--- config.mk ---
export PLATFORM = sky130hd
export DESIGN_NAME = mem_bridge
export DESIGN_NICKNAME = d
export VERILOG_FILES = /design/src/rtl/mem_bridge.sv
export SDC_FILE = /design/constraint.sdc
export NUM_CORES = 1
export LEC_CHECK = 0
export ABC_AREA = 1
export BUFFER_PORTS_ARGS = -buffer_cell sky130_fd_sc_hd__buf_2
export CORE_MARGIN = 3
export CORE_UTILIZATION = 55
export CTS_CLUSTER_DIAMETER = 60
export DETAILED_ROUTE_END_ITERATION = 12
export PLACE_DENSITY = 0.95
export SLEW_MARGIN = 20
export SYNTH_ARGS = -nofsm -noshare
export SYNTH_HDL_FRONTEND = slang
export SYNTH_SLANG_ARGS = --single-unit
--- constraint.sdc ---
create_clock -name clk -period 4.6 [get_ports clk]
set_input_delay 0.92 -clock clk [delete_from_list [all_inputs] [get_ports clk]]
set_output_delay 0.92 -clock clk [all_outputs]
set_load 0.05 [all_outputs]
--- src/rtl/mem_bridge.sv ---
// Core data-port to single-beat memory bus bridge with alignment checks and lane steering.
// Latency: request cycle 0, bus_req from cycle 1, rsp_valid one cycle after bus termination (min 2).
// Backpressure: stall holds the core while a request is open; bus waits via bus_ack, bounded by TIMEOUT.
//
// Ports:
//   clk, rst (async, active-low)
//   req_valid/req_we/req_size/req_unsigned/req_addr/req_wdata : core request, held until rsp_valid
//   stall, rsp_valid, rsp_rdata, rsp_err                       : core response side
//   bus_req/bus_we/bus_addr/bus_be/bus_wdata                   : registered bus request
//   bus_ack/bus_rdata/bus_err                                  : bus completion
//
// TIMEOUT is the number of BUS cycles to wait for ack/err; legal range 2..255.

module mem_bridge #(
    parameter int TIMEOUT = 16
) (
    input  logic        clk,
    input  logic        rst,

    input  logic        req_valid,
    input  logic        req_we,
    input  logic [1:0]  req_size,
    input  logic        req_unsigned,
    input  logic [31:0] req_addr,
    input  logic [31:0] req_wdata,

    output logic        stall,
    output logic        rsp_valid,
    output logic [31:0] rsp_rdata,
    output logic        rsp_err,

    output logic        bus_req,
    output logic        bus_we,
    output logic [31:0] bus_addr,
    output logic [3:0]  bus_be,
    output logic [31:0] bus_wdata,
    input  logic        bus_ack,
    input  logic [31:0] bus_rdata,
    input  logic        bus_err
);

    typedef enum logic [1:0] {
        IDLE = 2'd0,
        BUS  = 2'd1,
        RESP = 2'd2
    } state_t;

    localparam logic [1:0] SZ_BYTE = 2'b00;
    localparam logic [1:0] SZ_HALF = 2'b01;
    localparam logic [1:0] SZ_WORD = 2'b10;

    // Last BUS cycle index before the access is declared timed out.
    localparam logic [7:0] TO_LAST = 8'(TIMEOUT - 1);

    state_t      state;
    logic [7:0]  to_cnt;

    // Attributes of the in-flight access needed once the bus answers.
    logic        lat_we;
    logic [1:0]  lat_size;
    logic        lat_unsigned;
    logic [1:0]  lat_off;

    logic        req_legal;
    logic [3:0]  be_nxt;
    logic [31:0] wdata_nxt;
    logic [31:0] rd_shifted;
    logic [31:0] rd_ext;

    // The core is held for the whole access except the response cycle,
    // which is when it is allowed to advance.
    assign stall = req_valid && (state != RESP);

    // Alignment / size legality of the request presented in IDLE.
    always_comb begin
        req_legal = 1'b0;
        case (req_size)
            SZ_BYTE: req_legal = 1'b1;
            SZ_HALF: req_legal = ~req_addr[0];
            SZ_WORD: req_legal = (req_addr[1:0] == 2'b00);
            default: req_legal = 1'b0;
        endcase
    end

    // Byte enables and lane replication so any byte/half lands on every lane
    // it could occupy; the enables pick the real one.
    always_comb begin
        be_nxt    = 4'b1111;
        wdata_nxt = req_wdata;
        case (req_size)
            SZ_BYTE: begin
                be_nxt    = 4'b0001 << req_addr[1:0];
                wdata_nxt = {4{req_wdata[7:0]}};
            end
            SZ_HALF: begin
                be_nxt    = req_addr[1] ? 4'b1100 : 4'b0011;
                wdata_nxt = {2{req_wdata[15:0]}};
            end
            default: begin
                be_nxt    = 4'b1111;
                wdata_nxt = req_wdata;
            end
        endcase
    end

    // Load extraction: bring the addressed byte/half down to bit 0, then extend.
    assign rd_shifted = bus_rdata >> {lat_off, 3'b000};

    always_comb begin
        rd_ext = rd_shifted;
        case (lat_size)
            SZ_BYTE: rd_ext = {{24{~lat_unsigned & rd_shifted[7]}},  rd_shifted[7:0]};
            SZ_HALF: rd_ext = {{16{~lat_unsigned & rd_shifted[15]}}, rd_shifted[15:0]};
            default: rd_ext = rd_shifted;
        endcase
    end

    always_ff @(posedge clk or negedge rst) begin
        if (!rst) begin
            state        <= IDLE;
            to_cnt       <= 8'd0;
            lat_we       <= 1'b0;
            lat_size     <= 2'b00;
            lat_unsigned <= 1'b0;
            lat_off      <= 2'b00;
            rsp_valid    <= 1'b0;
            rsp_rdata    <= 32'd0;
            rsp_err      <= 1'b0;
            bus_req      <= 1'b0;
            bus_we       <= 1'b0;
            bus_addr     <= 32'd0;
            bus_be       <= 4'd0;
            bus_wdata    <= 32'd0;
        end else begin
            case (state)
                IDLE: begin
                    if (req_valid) begin
                        if (req_legal) begin
                            state        <= BUS;
                            to_cnt       <= 8'd0;
                            lat_we       <= req_we;
                            lat_size     <= req_size;
                            lat_unsigned <= req_unsigned;
                            lat_off      <= req_addr[1:0];
                            bus_req      <= 1'b1;
                            bus_we       <= req_we;
                            bus_addr     <= {req_addr[31:2], 2'b00};
                            bus_be       <= be_nxt;
                            bus_wdata    <= wdata_nxt;
                        end else begin
                            // Faulting request never touches the bus.
                            state     <= RESP;
                            rsp_valid <= 1'b1;
                            rsp_err   <= 1'b1;
                            rsp_rdata <= 32'd0;
                        end
                    end
                end

                BUS: begin
                    // Priority: bus error, then ack, then timeout. An ack on
                    // the final allowed cycle still completes normally.
                    if (bus_err || bus_ack || (to_cnt == TO_LAST)) begin
                        state     <= RESP;
                        rsp_valid <= 1'b1;
                        bus_req   <= 1'b0;
                        bus_we    <= 1'b0;
                        bus_addr  <= 32'd0;
                        bus_be    <= 4'd0;
                        bus_wdata <= 32'd0;
                        if (bus_err) begin
                            rsp_err   <= 1'b1;
                            rsp_rdata <= 32'd0;
                        end else if (bus_ack) begin
                            rsp_err   <= 1'b0;
                            rsp_rdata <= lat_we ? 32'd0 : rd_ext;
                        end else begin
                            rsp_err   <= 1'b1;
                            rsp_rdata <= 32'd0;
                        end
                    end else begin
                        to_cnt <= to_cnt + 8'd1;
                    end
                end

                RESP: begin
                    // Single-cycle strobe; the core's request is ignored here
                    // because it is still showing the one just answered.
                    state     <= IDLE;
                    rsp_valid <= 1'b0;
                    rsp_err   <= 1'b0;
                    rsp_rdata <= 32'd0;
                end

                default: begin
                    state     <= IDLE;
                    rsp_valid <= 1'b0;
                    rsp_err   <= 1'b0;
                    rsp_rdata <= 32'd0;
                    bus_req   <= 1'b0;
                end
            endcase
        end
    end

endmodule

Word level (Yosys, flattened, before mapping)
Index checks and enable logic that the tools add are counted.
{"block": "totals", "reg_bits": 120, "latch_bits": 0, "ram_bits": 0, "romBits": 0, "wordCells": 94, "n_memories": 0}
{"block": "classes", "n_addsub": 1, "multipliers": 0, "n_div": 0, "n_lt_le_gt_ge": 0, "eq_ne": 12, "shifts": 2, "n_mux": 46, "bitwise": 5, "reduce_logical": 14}
{"op": "32-bit two-way mux", "count": 11}
{"op": "32-bit one-hot mux with 2 select lines", "count": 5}
{"op": "32-bit by 5-bit >> shifter with 32-bit output", "count": 1}
{"op": "8-bit two-way mux", "count": 3}
{"op": "4-bit two-way mux", "count": 4}
{"op": "4-bit one-hot mux with 2 select lines", "count": 2}
{"op": "8-bit one-hot mux with 2 select lines", "count": 1}
{"op": "2-bit inequality test (second input constant)", "count": 6}
{"op": "4-bit AND reduction", "count": 3}
{"op": "1-bit two-way mux", "count": 11}
{"op": "8-bit by 1-bit adder with 8-bit output (second input constant)", "count": 1}
{"op": "8-bit by 4-bit equality test with 1-bit output (second input constant)", "count": 1}
{"op": "2-bit zero test", "count": 4}
{"op": "2-bit by 1-bit equality test with 1-bit output (second input constant)", "count": 3}
{"op": "2-bit two-way mux", "count": 3}
{"op": "1-bit one-hot mux with 2 select lines", "count": 3}
{"op": "1-bit one-hot mux with 3 select lines", "count": 2}
{"op": "3-bit AND reduction", "count": 2}
{"op": "2-bit equality test (second input constant)", "count": 2}
{"op": "2-bit one-hot mux with 2 select lines", "count": 1}
{"op": "1-bit by 2-bit << shifter with 4-bit output (first input constant)", "count": 1}
{"op": "1-bit inverter", "count": 3}
{"op": "1-bit AND", "count": 2}
{"op": "1-bit logical OR", "count": 2}
{"op": "3 further kinds", "count": 3}

Longest topological paths before layout
{"block": "depth", "ltp_word": 8, "depth_mapped": 11}

Worst setup path after synthesis
No wires, ideal clock.
{"block": "synth_timing", "kind": "input -> output", "from": "input req_valid", "to": "output stall", "arrival_time_ns": 1.713, "t_required_ns": 3.680, "slack_ns": 1.967, "cell_stages": 2, "n_path_buf": 0, "cell_sequence": "inv_1 > a21oi_1"}
{"block": "synth_between", "elab_chain_cells": 1}
{"item": "start: declaration", "line_no": "20", "source": "input logic req_valid,"}
{"item": "1-bit logical AND", "line_no": "72", "source": "assign stall = req_valid && (state != RESP);"}
{"item": "end: declaration", "line_no": "27", "source": "output logic stall,"}
Every way passes these cells.

Worst setup path after layout
{"block": "layout_timing", "from": "register lat_off[0]", "to": "register rsp_rdata[26]"}
{"block": "layout_between", "elab_chain_cells": 8}
{"item": "start: declaration", "line_no": "62", "source": "logic [1:0] lat_off;"}
{"item": "start signal: assignment", "line_no": "144", "source": "lat_off <= req_addr[1:0];"}
{"item": "32-bit by 5-bit >> shifter with 32-bit output (*)", "line_no": "107", "source": "assign rd_shifted = bus_rdata >> {lat_off, 3'b000};"}
{"item": "1-bit AND, on equally long branches", "line_no": "113, 112"}
{"item": "32-bit one-hot mux with 2 select lines (*)", "line_no": "111", "source": "case (lat_size)"}
{"item": "32-bit two-way mux (*)", "line_no": "176", "source": "rsp_rdata <= lat_we ? 32'd0 : rd_ext;"}
{"item": "32-bit two-way mux (*)", "line_no": "174", "source": "end else if (bus_ack) begin"}
{"item": "32-bit two-way mux (*)", "line_no": "171", "source": "if (bus_err) begin"}
{"item": "32-bit two-way mux (*)", "line_no": "163", "source": "if (bus_err || bus_ack || (to_cnt == TO_LAST)) begin"}
{"item": "32-bit one-hot mux with 2 select lines (*)", "line_no": "135", "source": "case (state)"}
{"item": "end signal: assignment", "line_no": "176"}
{"item": "end: declaration", "line_no": "29", "source": "output logic [31:0] rsp_rdata,"}
Mark *: on every way between the ends. The rest lies on a longest branch, timed or not. The select of a mux whose other input is x is not followed.
A chain may end at the register's enable or synchronous reset.

==> metrics.txt <==
overall overflow remaining after global route=0; post-DP HPWL=12.41 mm; Skew-Pair Late Insertion Delay=410 ps; Routed met1 length=6.925 mm; iteration count of the initial detailed-routing pass=6; post-synthesis cell count=868; floorplan core area=10980 um2; critical path required time=4890 ps; most numerous cell types in the synthesized netlist=nand2_1 (325), dfrtp_1 (118), nor2_1 (94), o21ai_0 (92), inv_1 (67); Peak Freq=358.4 MHz; class of the worst hold path=flop to flop; Slew Limit Fails=0; routed wl met3=1.936 mm; top cell type's share of synthesized area=0.4733; Worst R2R Start=lat_off[0]; type of the worst setup path=flop to flop; hold path depth=2; result of the run=finished, final reports clean; summed area of non-filler cells in the final layout=7830 um2; Vias=6490; number of antenna violations at the first check in global routing=0; unrepaired setup endpoints after global routing=false; global-route wire length before repair=28.48 mm; Final #Nets=1155; combinational family with the most area after synthesis=simple AND/OR/NAND/NOR gates; depth of the worst register-to-register path=7; detailed-route DRC error count=0; chip height=112.5 um; Final Total Pwr=5.985 mW; FF+latch count, synth=118; Initial Utilization=0.5680; width of the chip=112.5 um; number of hold violations in the final report=0; cell at the root of the clock tree=clkbuf_16; relative max-transition margin=0.2818; most numerous cell in the Yosys netlist=nand2_1; WP data arrival=3080 ps; kind of end point of the critical path=flop; final setup vio count=0; Total GRT Usage=0.2765; library cell occupying the most area in the post-synthesis netlist=dfrtp_1; wire length reported by the detailed router=17.60 mm; commonest register cell after synthesis=dfrtp_1; Critical Path End=rsp_rdata[26]; pin slew with the least headroom to its limit=1076 ps; library cells used by synthesis=33; maximum number of pins on one net before global-route repair=80; GP Congestion=0.9143; mean instance size in the synthesized netlist=7.187 um2; number of buffers added for setup after CTS=0; Reg2Reg Setup Slack=1810 ps; final antenna-violating net count=0; multiplexer share of the synthesized area=0.001604; highest fanout seen on the critical path=40; number of I/O pins=210; TritonCTS clock tree=yes; Leak Pwr=4.571 nW; Area after DPL=7222 um2; I/O Buffers=207; via count of the first global-routing pass=5897; total negative slack for setup checks=0 ps; main area contributors after synthesis=dfrtp_1 (47%), nand2_1 (20%), o21ai_0 (7.4%); largest vdd supply drop=0.6348 mV; worst setup path start=lat_off[0]; hold bufs inserted after CTS=0; Startpoint Class=flop; wire length per cell=14.64 um; minimum clock period after layout=2790 ps; uppermost layer routed=met4; register area share after synthesis=0.4733; Fill cells=852; compound-cell area share of the yosys netlist=0.1332; final clock skew=12.25 ps; count of flip-flops with a built-in enable after synthesis=0; area fraction in and, or, nand and nor cells after synthesis=0.2976; proportion of layout cells with a drive suffix above 1=0.2458; xor/xnor share of the synthesized area=0.004212; adder-cell share of the synthesized area=0.002006; R2R Path End=rsp_rdata[26]; share of synthesized registers carrying an async set or reset=1.000; maximum count of clock buffers along a single path=2; # diodes=0; Total Die Area=12660 um2; Power Density=764.4 nW/um2; Reg clk slew, reported paths=60 ps; count of yosys warnings during synthesis=0; Layout Area Growth over Synthesis=25.51%; total of cells resized after clock tree synthesis=0; total CTS buffers=17; share of the clock period used by the worst path after layout=0.6066; synthesized cell area=6238 um2; Cell Rows=38; Detailed Route Iter0 Violations=774; clock tree sinks=118; vias per inst=5.399; total met2 wirelength after detailed routing=8.463 mm; MaxCap Viol Count=0; number of H-tree levels=4
==> per-layer routing <==
layer,GRT usage,vias to the layer above
met5,0,-
met4,0.08253,0
met3,0.06792,27
met2,0.4625,407
met1,0.3581,2963
li1,-,3093
==> flip-flops by register name, indices dropped and copies added, names as in the netlist, 2 cells and up <==
signal and cells:
bus_wdata 32, state 2, rsp_rdata 32, lat_off 2, bus_addr 30, lat_size 2, to_cnt 8, bus_be 4
==> area by class of cell <==
class	instances	area, um2	share of cell area
multi-input combinational	628	2744	0.3504
tap	140	175.2	0.02237
clock buffer	17	425.4	0.05433
clock inverter	15	182.7	0.02333
inverter	71	266.5	0.03404
sequential	118	2953	0.3771
timing repair buffer	213	1084	0.1384
==> power breakdown <==
part           total [mW]  leakage, nW  internal [mW]  switching [mW]
Clock                1.36        0.297          0.823           0.536
Combinational        2.96         2.75          0.658            2.30
Sequential           1.67         1.52           1.40           0.273
Total                5.99         4.57           2.88            3.11
==> worst min-delay path by stage <==
| stage | startpoint | end | slack (ps) |
|---|---|---|---|
| final | rsp_rdata[0] | rsp_rdata[0] | 460 |
| after global routing | rsp_rdata[0] | rsp_rdata[0] | 490 |
| after CTS | rsp_rdata[5] | rsp_rdata[5] | 470 |
| after detailed placement | rsp_rdata[5] | rsp_rdata[5] | 450 |
| after global placement | rsp_rdata[0] | rsp_rdata[0] | 450 |
| after floorplan | lat_unsigned | lat_unsigned | 470 |
==> cell usage in the layout, fill, tap and decap left out <==
| cell type | Yosys | layout |
|---|---|---|
| inv_2 | 3 | 3 |
| inv_6 | 0 | 5 |
| nand3_2 | 3 | 3 |
| o21bai_1 | 1 | 1 |
| o22ai_1 | 8 | 8 |
| nand2_4 | 1 | 1 |
| inv_8 | 0 | 4 |
| o21ai_1 | 9 | 9 |
| conb_1 | 1 | 2 |
| nor2_1 | 94 | 94 |
| buf_4 | 3 | 7 |
| ha_1 | 1 | 1 |
| nand2_1 | 325 | 325 |
| clkinvlp_4 | 0 | 1 |
| nand3_4 | 1 | 1 |
| nor2_2 | 2 | 2 |
| nand2_2 | 2 | 2 |
| bufinv_16 | 0 | 2 |
| inv_1 | 67 | 67 |
| clkbuf_16 | 0 | 17 |
| clkinv_1 | 1 | 1 |
| dfrtp_1 | 118 | 118 |
| a21oi_1 | 31 | 31 |
| mux2i_1 | 1 | 1 |
| xor2_1 | 3 | 3 |
| clkinv_4 | 0 | 3 |
| o21ai_0 | 92 | 92 |
| nor3_1 | 1 | 1 |
| or2_2 | 2 | 2 |
| nand3_1 | 32 | 32 |
| buf_2 | 15 | 206 |
| nor2_4 | 2 | 2 |
| a22oi_1 | 2 | 2 |
| a211oi_1 | 8 | 8 |
| o211ai_1 | 5 | 5 |
==> stage by stage <==
step	hold slack (ps)	setup slack (ps)	utilization	cells
2_1_floorplan	471.8	1967	-	869
3_3_place_gp	448.2	1762	0.6576	1170
3_5_place_dp	454.2	1664	0.6576	1170
4_1_cts	468.8	1921	0.7129	1202
5_1_grt	489.3	1570	0.7129	1202
6_report	464.4	1810	0.7129	1202
==> cell families (layout without fill, tap and decap cells) <==
logic type | Yosys count | count (layout)
other cells | 1 | 2
fa+ha+maj | 1 | 1
flops | 118 | 118
compound gates | 156 | 156
xor+xnor | 3 | 3
buf+inv | 123 | 316
mux | 1 | 1
simple gates | 465 | 465
==> worst max-delay path, stage by stage (launching register included) <==
cell and delay (ps):
dfrtp_1 830, inv_1 710, nand2_1 230, nand3_1 130, nand3_2 230, nand3_2 310
nand2_1 170, nand2_1 60
Note: power is estimated with default switching activity, not from simulation.
